**src/rtl/fixedpt_accumulator.sv**
```systemverilog
// Signed fixed-point accumulator: sums a stream of product terms and presents
// a saturated n-bit result together with the term count.
//
// state | meaning
// IDLE  | waiting for the first term of a new sum
// ACCUM | adding terms until one is marked final
// DONE  | holding the saturated result until the send handshake
module fixedpt_accumulator #(
  parameter int n = 32,
  parameter int d = 16,
  parameter int g = 8
) (
  input  logic         clk,
  input  logic         reset,
  input  logic         recv_val,
  output logic         recv_rdy,
  input  logic [n-1:0] recv_msg,
  input  logic         recv_last,
  output logic         send_val,
  input  logic         send_rdy,
  output logic [n-1:0] send_msg,
  output logic         send_ovf,
  output logic [7:0]   send_cnt
);

  localparam int aw = n + g;
  // Largest positive value, written as its integer and fraction fields.
  localparam logic [n-1:0] sat_max = {1'b0, {(n-1-d){1'b1}}, {d{1'b1}}};
  localparam logic [n-1:0] sat_min = {1'b1, {(n-1){1'b0}}};

  typedef enum logic [1:0] {IDLE, ACCUM, DONE} state_t;

  state_t        state;
  logic [aw-1:0] acc;
  logic [7:0]    cnt;

  logic [aw-1:0] term_ext;
  logic          recv_fire;
  logic          send_fire;
  logic          term_final;

  assign term_ext   = {{g{recv_msg[n-1]}}, recv_msg};
  assign recv_fire  = recv_val && recv_rdy;
  assign send_fire  = send_val && send_rdy;
  // The 255th term closes the sum so the 8-bit count never wraps.
  assign term_final = recv_last || ((state == ACCUM) && (cnt == 8'd254));

  always_ff @(posedge clk) begin
    if (reset) begin
      state    <= IDLE;
      acc      <= '0;
      cnt      <= '0;
      recv_rdy <= 1'b1;
      send_val <= 1'b0;
    end else begin
      case (state)
        IDLE: begin
          if (recv_fire) begin
            acc <= term_ext;
            cnt <= 8'd1;
            if (term_final) begin
              state    <= DONE;
              recv_rdy <= 1'b0;
              send_val <= 1'b1;
            end else begin
              state <= ACCUM;
            end
          end
        end
        ACCUM: begin
          if (recv_fire) begin
            acc <= acc + term_ext;
            cnt <= cnt + 8'd1;
            if (term_final) begin
              state    <= DONE;
              recv_rdy <= 1'b0;
              send_val <= 1'b1;
            end
          end
        end
        DONE: begin
          if (send_fire) begin
            state    <= IDLE;
            recv_rdy <= 1'b1;
            send_val <= 1'b0;
          end
        end
        default: begin
          state    <= IDLE;
          recv_rdy <= 1'b1;
          send_val <= 1'b0;
        end
      endcase
    end
  end

  // In range when the guard bits and the result sign bit all agree.
  logic [g:0] acc_top;
  logic       in_range;

  assign acc_top  = acc[aw-1:n-1];
  assign in_range = (&acc_top) || (~|acc_top);

  assign send_msg = in_range ? acc[n-1:0] : (acc[aw-1] ? sat_min : sat_max);
  assign send_ovf = ~in_range;
  assign send_cnt = cnt;

endmodule

```
**config.mk**
```make
export PLATFORM = sky130hd
export DESIGN_NAME = fixedpt_accumulator
export DESIGN_NICKNAME = d
export VERILOG_FILES = /design/src/rtl/fixedpt_accumulator.sv
export SDC_FILE = /design/constraint.sdc
export NUM_CORES = 1
export LEC_CHECK = 0
export CAP_MARGIN = 20
export CELL_PAD_IN_SITES_DETAIL_PLACEMENT = 0
export CELL_PAD_IN_SITES_GLOBAL_PLACEMENT = 1
export CORE_MARGIN = 2
export CORE_UTILIZATION = 40
export DETAILED_ROUTE_END_ITERATION = 12
export PLACE_DENSITY_LB_ADDON = 0.05
export SETUP_SLACK_MARGIN = 0.3
export SLEW_MARGIN = 20
export SYNTH_ARGS = -nofsm -noshare
export SYNTH_HDL_FRONTEND = slang
export SYNTH_SLANG_ARGS = --single-unit
```
**constraint.sdc**
```tcl
create_clock -name clk -period 6.7 [get_ports clk]
set_clock_uncertainty 0.15 [all_clocks]
set_input_delay 1.34 -clock clk [delete_from_list [all_inputs] [get_ports clk]]
set_output_delay 1.34 -clock clk [all_outputs]
set_load 0.01 [all_outputs]
```
## Word level (Yosys, flattened, before mapping)

Index checks and enable logic that the tools add are counted.
W data, S select, Z words.

- Flip-flop bits (word level): 52
- Input bits: 37
- Output and inout bits: 43
- Word-level logic and storage cells: 53

- $add $sub $neg: 2
- Eq/ne operators: 9
- Mux-type cells: 22
- Bitwise gates (word level): 1
- Reductions and logical operators: 14

Operators by type and width:

| kind | number |
|---|---|
| $mux W40 | 2 |
| $pmux W40 S2 | 1 |
| $mux W32 | 2 |
| $add A40 B40 Y40 | 1 |
| $mux W8 | 2 |
| $pmux W8 S2 | 1 |
| $mux W2 | 5 |
| $reduce_and A9 Y1 | 1 |
| $reduce_or A9 Y1 | 1 |
| $add A8 B1 Y8 const B | 1 |
| $eq A8 B8 Y1 const B | 1 |
| $ne A2 B2 Y1 const B | 4 |
| $mux W1 | 6 |
| $pmux W2 S3 | 1 |
| $reduce_and A3 Y1 | 2 |
| $ne A2 B1 Y1 const B | 2 |
| $pmux W1 S2 | 2 |
| $reduce_and A4 Y1 | 1 |
| $logic_and A1 B1 Y1 | 3 |
| $eq A2 B1 Y1 const B | 1 |
| $eq A2 B2 Y1 const B | 1 |
| $logic_not A2 Y1 | 1 |
| $logic_or A1 B1 Y1 | 2 |
| $reduce_bool A2 Y1 | 1 |
| 3 further kinds | 3 |

## Longest topological paths before layout

Gate-level depths: netlist of run 1.

- Word-level depth: 6
- Mapped depth: 13
- Gate-level depth less buffers: 13

## Least setup slack after synthesis of run 1

OpenSTA, ideal clock, no wires.

- Path kind: input to register
- Start point: input port recv_msg[0]
- End point: register acc[36]
- Setup time: 133 ps
- Arrival: 3710 ps
- Required time: 6417 ps
- Setup slack: 2706 ps
- Cell stages on the path: 13
- Path buffers: 0
- Path through: ha_1 -> inv_1 -> fa_1 -> and2b_1 -> o211ai_1 -> a31o_1 -> a21oi_4 -> a41oi_4 -> o41ai_4 -> a41oi_4 -> o21ai_2 -> xnor2_1 -> o32ai_1

- Longest elaborated chain between the ends: 3

RTL lines:

| what | line | text |
|---|---|---|
| start, declared | 17 | `input logic [n-1:0] recv_msg,` |
| $add A40 B40 Y40 | 72 | `acc <= acc + term_ext;` |
| $mux W40 | 71 | `if (recv_fire) begin` |
| $pmux W40 S2 | 56 | `case (state)` |
| end signal, assigned | 59 | `acc <= term_ext;` |
| end signal, assigned | 72 |  |
| end, declared | 34 | `logic [aw-1:0] acc;` |

Every way passes these cells. The select of a mux whose other input is x is not followed.
A chain may end at the register's enable or synchronous reset.

## Worst setup path in the final report of run 1

- Start point: input port recv_msg[0]
- End point: register acc[30]

The elaborated chain is that of the path after synthesis.

==> run_results.csv, run 1 <==
group,metric,value,unit
critical_path,crit_path_start_kind,"input port",
floorplan,start_util,41.2,%
detailed_routing,wl_met1,6750,um
placed_design,portBuffers,79,
yosys,yosysSeqAreaShare,22.1,%
detailed_routing,routed.top_layer,"met4",
final_layout,stdcell_area,0.00570,mm2
timing,timing.final.max_slew_violations,0,
yosys,yosys-top-cells-count,"a21oi_1 (72), nor2_1 (67), nand2_1 (56), dfxtp_1 (52), ha_1 (41)",
critical_path,slowest_stage,"clkdlybuf4s50_1",
critical_path,cp.required,6.77,ns
timing,finalSetupViolCount,0,
floorplan,die_h,113,um
detailed_routing,drt-initial-drc-count,243,
power,p_leak,0.00227,uW
yosys,syn-num-nets,700,
detailed_routing,drc,0,
detailed_routing,final_antenna_net_count,0,
yosys,yosys_warnings,0,
clock_tree,clk_path_buf_depth,2,
critical_path,path_cells,"clkdlybuf4s50_1 -> ha_1 -> inv_1 -> fa_1 -> and2b_1 -> o211ai_1 -> a31o_1 -> a21oi_4 -> a41oi_4 -> o41ai_4 -> a41oi_1 -> xnor2_1 -> nand2_1 -> a211oi_2",
power,internal_power,790,uW
detailed_routing,via_per_inst,5.78,
yosys,syn_inst,621,
yosys,synth_top_family_by_area,"compound AO/OA/AOI/OAI gates",
timing,fin_crit_sh,67.1,%
detailed_routing,drtPass1Iterations,4,
run,cap_violations,0,
yosys,yosysMostFrequentCell,"a21oi_1",
power,pwr-share-clk,21.7,%
power,power_switching_share,39.7,%
floorplan,die_area,0.0127,mm2
placed_design,placed_cell_area,0.00555,mm2
final_layout,fin_nets,745,
critical_path,cpPeakStageDelay,0.49,ns
clock_tree,cts_buffers,5,
detailed_routing,dr_wl_met2,6380,um
clock_tree,cts.sinks,52,
power,vdd_drop_max,0.114,mV
final_layout,antenna_cells,0,
yosys,synth.avg_cell_area,7.60,um2
timing,rsz0062_at_grt,"false",
yosys,synth_flop_cell,"dfxtp_1",
timing,fmaxAchievable,0.222,GHz
yosys,ys_ff_latch,52,
final_layout,multi_input_area,0.00346,mm2
yosys,synth_area_leaders,"dfxtp_1 (22%), ha_1 (11%), a21oi_1 (7.6%)",
critical_path,path_class,"input port to flop",
global_routing,first_global_vias,4517,
power,seqPwrFrac,28.1,%
yosys,syn_area,0.00472,mm2
run_status,status,"finished, final reports clean",
critical_path,cp_max_fo,3,
placed_design,gp_congestion,0.890,
floorplan,core_area,0.0115,mm2
final_layout,regArea,0.00104,mm2
final_layout,area_growth,20.8,%
timing,fin_setup_tns,0,ns
timing,worst_slew_pin_slew,1.04,ns
power,p_per_area,230,mW/mm2
yosys,synth_top_area_share,22.1,%
timing,fin_crit,4.50,ns
yosys,synth.largest_area_cell,"dfxtp_1",
power,pwr-share-comb,50.2,%
detailed_routing,drt_wl_total,13900,um
power,power.switching,521,uW
yosys,ys_types,58,
clock_tree,htreeDepth,2,
yosys,synth-simple-area-share,18.6,%
clock_tree,post_cts_resized,0,
placed_design,hpwl,9730,um
clock_tree,insertion_delay,0.31,ns
clock_tree,cts_root_buffer,"clkbuf_16",
final_layout,drive_gt1_share,4.20,%
detailed_routing,wl_per_cell,17.1,um
yosys,synth_async_sr_flop_share,0,%
floorplan,rows,39,
timing,hold_viol_final,0,
detailed_routing,wl_met3,612,um
clock_tree,tritoncts,"done",
clock_tree,ctsHoldBuffers,0,
worst_hold_path,hold_path_class,"flop to flop",
yosys,synth-adder-area-share,11.3,%
global_routing,antenna_found_initial,0,
detailed_routing,vias,4681,
global_routing,grt_pass1_wl,22600,um
global_routing,grt_use_total,21.7,%
floorplan,die_w,113,um
yosys,synth_compound_area_share,34.1,%
critical_path,arrival,4.57,ns
yosys,synthXorXnorAreaFrac,7.05,%
timing,relSlewSlack,30.7,%
yosys,synth_edf_count,0,
critical_path,cp-end-kind,"flop",
global_routing,gr-total-overflow,0,
clock_tree,cts_setup_buffers,0,
critical_path,ff2ff_setup_slack,3.35,ns
floorplan,io_pins,80,
clock_tree,cts.clk_slew.worst_paths,0.08,ns
global_routing,grt_max_degree,51,
final_layout,fillers,1131,
yosys,synthMuxAreaShare,1.70,%
-- layout by cell type (no fill, tap or decap), types with 3 or more instances in the layout --
| master | n |
|---|---|
| nand2b_1 | 3 |
| clkdlybuf4s50_1 | 78 |
| nand4_1 | 15 |
| o21ai_0 | 19 |
| nand3_1 | 15 |
| and3_1 | 6 |
| o221ai_1 | 11 |
| inv_1 | 16 |
| o211ai_1 | 14 |
| a221o_1 | 3 |
| clkbuf_16 | 5 |
| o21bai_1 | 6 |
| a21o_1 | 19 |
| dfxtp_1 | 52 |
| buf_4 | 3 |
| mux2i_1 | 8 |
| o21a_1 | 34 |
| a21oi_1 | 72 |
| xor2_1 | 18 |
| ha_1 | 41 |
| nor3_1 | 13 |
| nor2_1 | 65 |
| or3_1 | 3 |
| a211oi_1 | 19 |
| o21ai_2 | 3 |
| a41oi_1 | 3 |
| nand2_1 | 56 |
| xnor2_1 | 20 |
-- cells by family (layout without fill, tap and decap cells) --
| family | Yosys count | after routing |
|---|---|---|
| AO/OA/AOI/OAI | 228 | 228 |
| buffers and inverters | 60 | 106 |
| AND/OR/NAND/NOR | 193 | 193 |
| XOR/XNOR | 38 | 38 |
| multiplexers | 8 | 8 |
| flip-flops | 52 | 52 |
| adder cells (fa/ha/maj) | 42 | 42 |
-- per-layer routing --
layer | global-route usage, % | up-vias
li1 | - | 2383
met1 | 29.6 | 2182
met2 | 36.1 | 108
met3 | 3.51 | 8
met4 | 5.04 | 0
met5 | 0 | -
-- sequential cells by signal, summed over array words and instances (netlist names) --
signal,cells
recv_rdy,1
acc,40
send_cnt,8
send_val,1
state,2
-- path summary, 6_finish.rpt --
path	start	endpoint	depth (start not counted)
setup reg to reg	acc[0]$_SDFFE_PP0P_	acc[30]$_SDFFE_PP0P_	13
hold reg to reg	acc[15]$_SDFFE_PP0P_	acc[15]$_SDFFE_PP0P_	2
setup / recovery	recv_msg[0]	acc[30]$_SDFFE_PP0P_	14
hold / removal	acc[15]$_SDFFE_PP0P_	acc[15]$_SDFFE_PP0P_	2
-- metrics by stage --
step / util, % / hold WS (ns) / setup slack, ns / power (uW) / std cells
2_1_floorplan: - / 0.299 / 2.71 / 791 / 621
3_3_place_gp: 48.4 / 0.314 / 1.99 / 1030 / 802
3_5_place_dp: 48.4 / 0.322 / 1.92 / 1030 / 802
4_1_cts: 49.7 / 0.335 / 2.22 / 1320 / 810
5_1_grt: 49.7 / 0.359 / 2.01 / 1400 / 810
6_report: 49.7 / 0.335 / 2.20 / 1310 / 810
-- power by group through the flow --
stage | clock [uW] | sequential (uW) | combinational, uW
6_report | 285 | 368 | 658
3_3_place_gp | 0 | 374 | 655
3_5_place_dp | 0 | 375 | 657
2_1_floorplan | 0 | 365 | 426
5_1_grt | 307 | 373 | 721
4_1_cts | 296 | 368 | 661
-- worst max-delay path, delay by kind of cell --
kind	cells	cell delay, ns
AO/OA/AOI/OAI	7	1.62
XOR/XNOR	1	0.18
adder cells (fa/ha/maj)	2	0.57
buffers and inverters	2	0.54
AND/OR/NAND/NOR	2	0.32
-- area by class of cell --
cell class | instances | share of cell area [%]
tap | 143 | 3.14
inverter | 16 | 1.05
timing repair buffer | 82 | 14.2
clock inverter | 3 | 0.439
multi-input combinational | 509 | 60.7
clock buffer | 5 | 2.19
sequential | 52 | 18.3
Note: power is estimated with default switching activity, not from simulation.
==> run 2: changes to the inputs <==
clock period = 4.3 ns   (was 6.7 ns; I/O delays follow)
==> run 2 against run 1 <==
  * Design area is 1.9% higher
  * Combinational power increased by 60%
  * Register-to-register slack got worse by 2.4 ns
  * Utilization increased by 0.96 points
  * Global-route usage barely moved
  * First-iteration DRC count rose by 1.2%
  * Power up 57%
  * Non-clock buffer count grew 12
  * Clock power is 51% higher
==> run_results.csv, run 2 (synthesized netlist as in run 1, its figures left out) <==
group,metric,value,unit
power,vdd_drop_max,0.218,mV
timing,rsz0062_at_grt,"false",
clock_tree,insertion_delay,0.31,ns
detailed_routing,via_per_inst,5.75,
floorplan,die_h,113,um
detailed_routing,drt_wl_total,13900,um
final_layout,drive_gt1_share,6.48,%
final_layout,fillers,1150,
final_layout,layout_common_cells,"clkdlybuf4s50_1 (77), a21oi_1 (72), nor2_1 (65)",
worst_hold_path,holdPathStages,2,
detailed_routing,drtPass1Iterations,5,
power,p_leak,0.00234,uW
global_routing,grt_max_degree,36,
run_status,status,"finished, final reports clean",
global_routing,antenna_found_initial,0,
final_layout,largest_reg_flops,40,
final_layout,area_growth,23.1,%
worst_hold_path,hold_path_class,"flop to flop",
final_layout,top_register,"acc",
final_layout,stdcell_area,0.00581,mm2
placed_design,portBuffers,79,
final_layout,final_common_cell,"clkdlybuf4s50_1",
detailed_routing,drt-initial-drc-count,246,
timing,hold_viol_final,0,
critical_path,crit_path_start_kind,"input port",
critical_path,cp-end-kind,"flop",
run,cap_violations,0,
detailed_routing,final_antenna_net_count,0,
placed_design,hpwl,10100,um
final_layout,fin_nets,757,
timing,fin_crit,3.82,ns
clock_tree,cts_buffers,5,
clock_tree,cts.clk_slew.worst_paths,0.08,ns
timing,fin_crit_sh,88.8,%
clock_tree,clk_path_buf_depth,2,
timing,fin_setup_tns,0,ns
global_routing,gr-total-overflow,0,
global_routing,grt_use_total,21.8,%
timing,relSlewSlack,45.7,%
timing,finalSetupViolCount,0,
floorplan,io_pins,80,
detailed_routing,vias,4726,
clock_tree,tritoncts,"done",
timing,hold_ws,0.327,ns
critical_path,arrival,3.90,ns
clock_tree,cts.sinks,52,
timing,timing.final.max_slew_violations,0,
global_routing,first_global_vias,4506,
floorplan,start_util,41.2,%
clock_tree,htreeDepth,2,
floorplan,die_area,0.0127,mm2
timing,fmaxAchievable,0.262,GHz
power,p_per_area,354,mW/mm2
placed_design,gp_congestion,0.866,
floorplan,core_area,0.0115,mm2
timing,worst_slew_pin_slew,0.813,ns
global_routing,grt_pass1_wl,22600,um
clock_tree,ctsHoldBuffers,0,
detailed_routing,drc,0,
floorplan,rows,39,
critical_path,path_class,"input port to flop",
detailed_routing,wl_per_cell,16.9,um
clock_tree,cts_root_buffer,"clkbuf_16",
critical_path,reg2reg_depth,14,
placed_design,placed_cell_area,0.00561,mm2
critical_path,cp.required,4.38,ns
final_layout,antenna_cells,0,
critical_path,cp_max_fo,3,
floorplan,die_w,113,um
## run 2: changes by cell type in the layout (fill, tap and decap cells not counted), sizes merged
| cell | delta |
|---|---|
| dlymetal6s2s | +1 |
| buf | +12 |
| clkdlybuf4s50 | -1 |
## run 2: repair_timing
item	in CTS	in global routing
pin swaps	1	12
cloned	0	0
hold endpoints to repair	0	0
endpoints found under the setup margin	1	7
resized for setup	0	5
buffers inserted	0	4
## run 2: stage by stage
stage / total power [uW] / cells / util [%] / setup WS, ns
2_1_floorplan: 1230 / 621 / - / 0.786
3_3_place_gp: 1610 / 810 / 48.9 / 0.0801
3_5_place_dp: 1620 / 810 / 48.9 / 0.00570
4_1_cts: 2060 / 818 / 50.2 / 0.373
5_1_grt: 2200 / 822 / 50.7 / 0.285
6_report: 2050 / 822 / 50.7 / 0.480
## run 2: worst paths after layout
path | startpoint | endpoint | slack (ns)
worst max-delay path | recv_msg[1] | acc[30]$_SDFFE_PP0P_ | 0.48
worst min-delay path | acc[8]$_SDFFE_PP0P_ | acc[8]$_SDFFE_PP0P_ | 0.33
worst max register to register | acc[0]$_SDFFE_PP0P_ | acc[30]$_SDFFE_PP0P_ | 1.00
worst min register to register | acc[8]$_SDFFE_PP0P_ | acc[8]$_SDFFE_PP0P_ | 0.33
## run 2: report_power, final
| group | total (uW) | internal, uW | switching (uW) | leakage [uW] |
|---|---|---|---|---|
| clock | 431 | 221 | 211 | 0.0000708 |
| combinational | 1050 | 499 | 553 | 0.00184 |
| sequential | 572 | 527 | 44.2 | 0.000428 |
| total | 2050 | 1250 | 807 | 0.00234 |
## run 2: critical path: stages
cell and delay, ns:
clkdlybuf4s50_1 0.49, inv_1 0.08, fa_2 0.39, and2b_1 0.22, o211ai_1 0.10, a31o_1 0.25, a21oi_4 0.19, a41oi_4 0.15
o41ai_4 0.30, buf_4 0.19, a41oi_2 0.13, xnor2_1 0.21, nand2_1 0.09, a211oi_2 0.24
## run 2: final cells by class
cell class	count	area [um2]	area share [%]
inverters	16	60.1	1.03
clock buffers	5	125	2.15
well taps	143	179	3.08
repair buffers	94	913	15.7
flip-flops and latches	52	1040	17.9
clock inverters	3	25.0	0.431
multi-input cells	509	3470	59.7
## run 2: layer usage
| layer | part of all wire (%) | track usage, % | vias to the layer above |
|---|---|---|---|
| met3 | 4.8 | 2.43 | 12 |
| li1 | - | - | 2409 |
| met4 | 1.3 | 5.93 | 0 |
| met5 | 0 | 0 | - |
| met1 | 48 | 29.4 | 2189 |
| met2 | 46 | 36.8 | 116 |
==> run 3: changes to the inputs <==
--- a/constraint.sdc
+++ b/constraint.sdc
@@ -3,3 +3,3 @@
 set_input_delay 0.86 -clock clk [delete_from_list [all_inputs] [get_ports clk]]
 set_output_delay 0.86 -clock clk [all_outputs]
-set_load 0.01 [all_outputs]
+set_load 0.02 [all_outputs]
==> results of run 3 <==
Same layout as run 2 (identical final DEF). Status: finished, final reports clean.
Main changes from that run: total power 2050 uW -> 2130 uW; worst IR drop on VDD 0.218 mV -> 0.220 mV
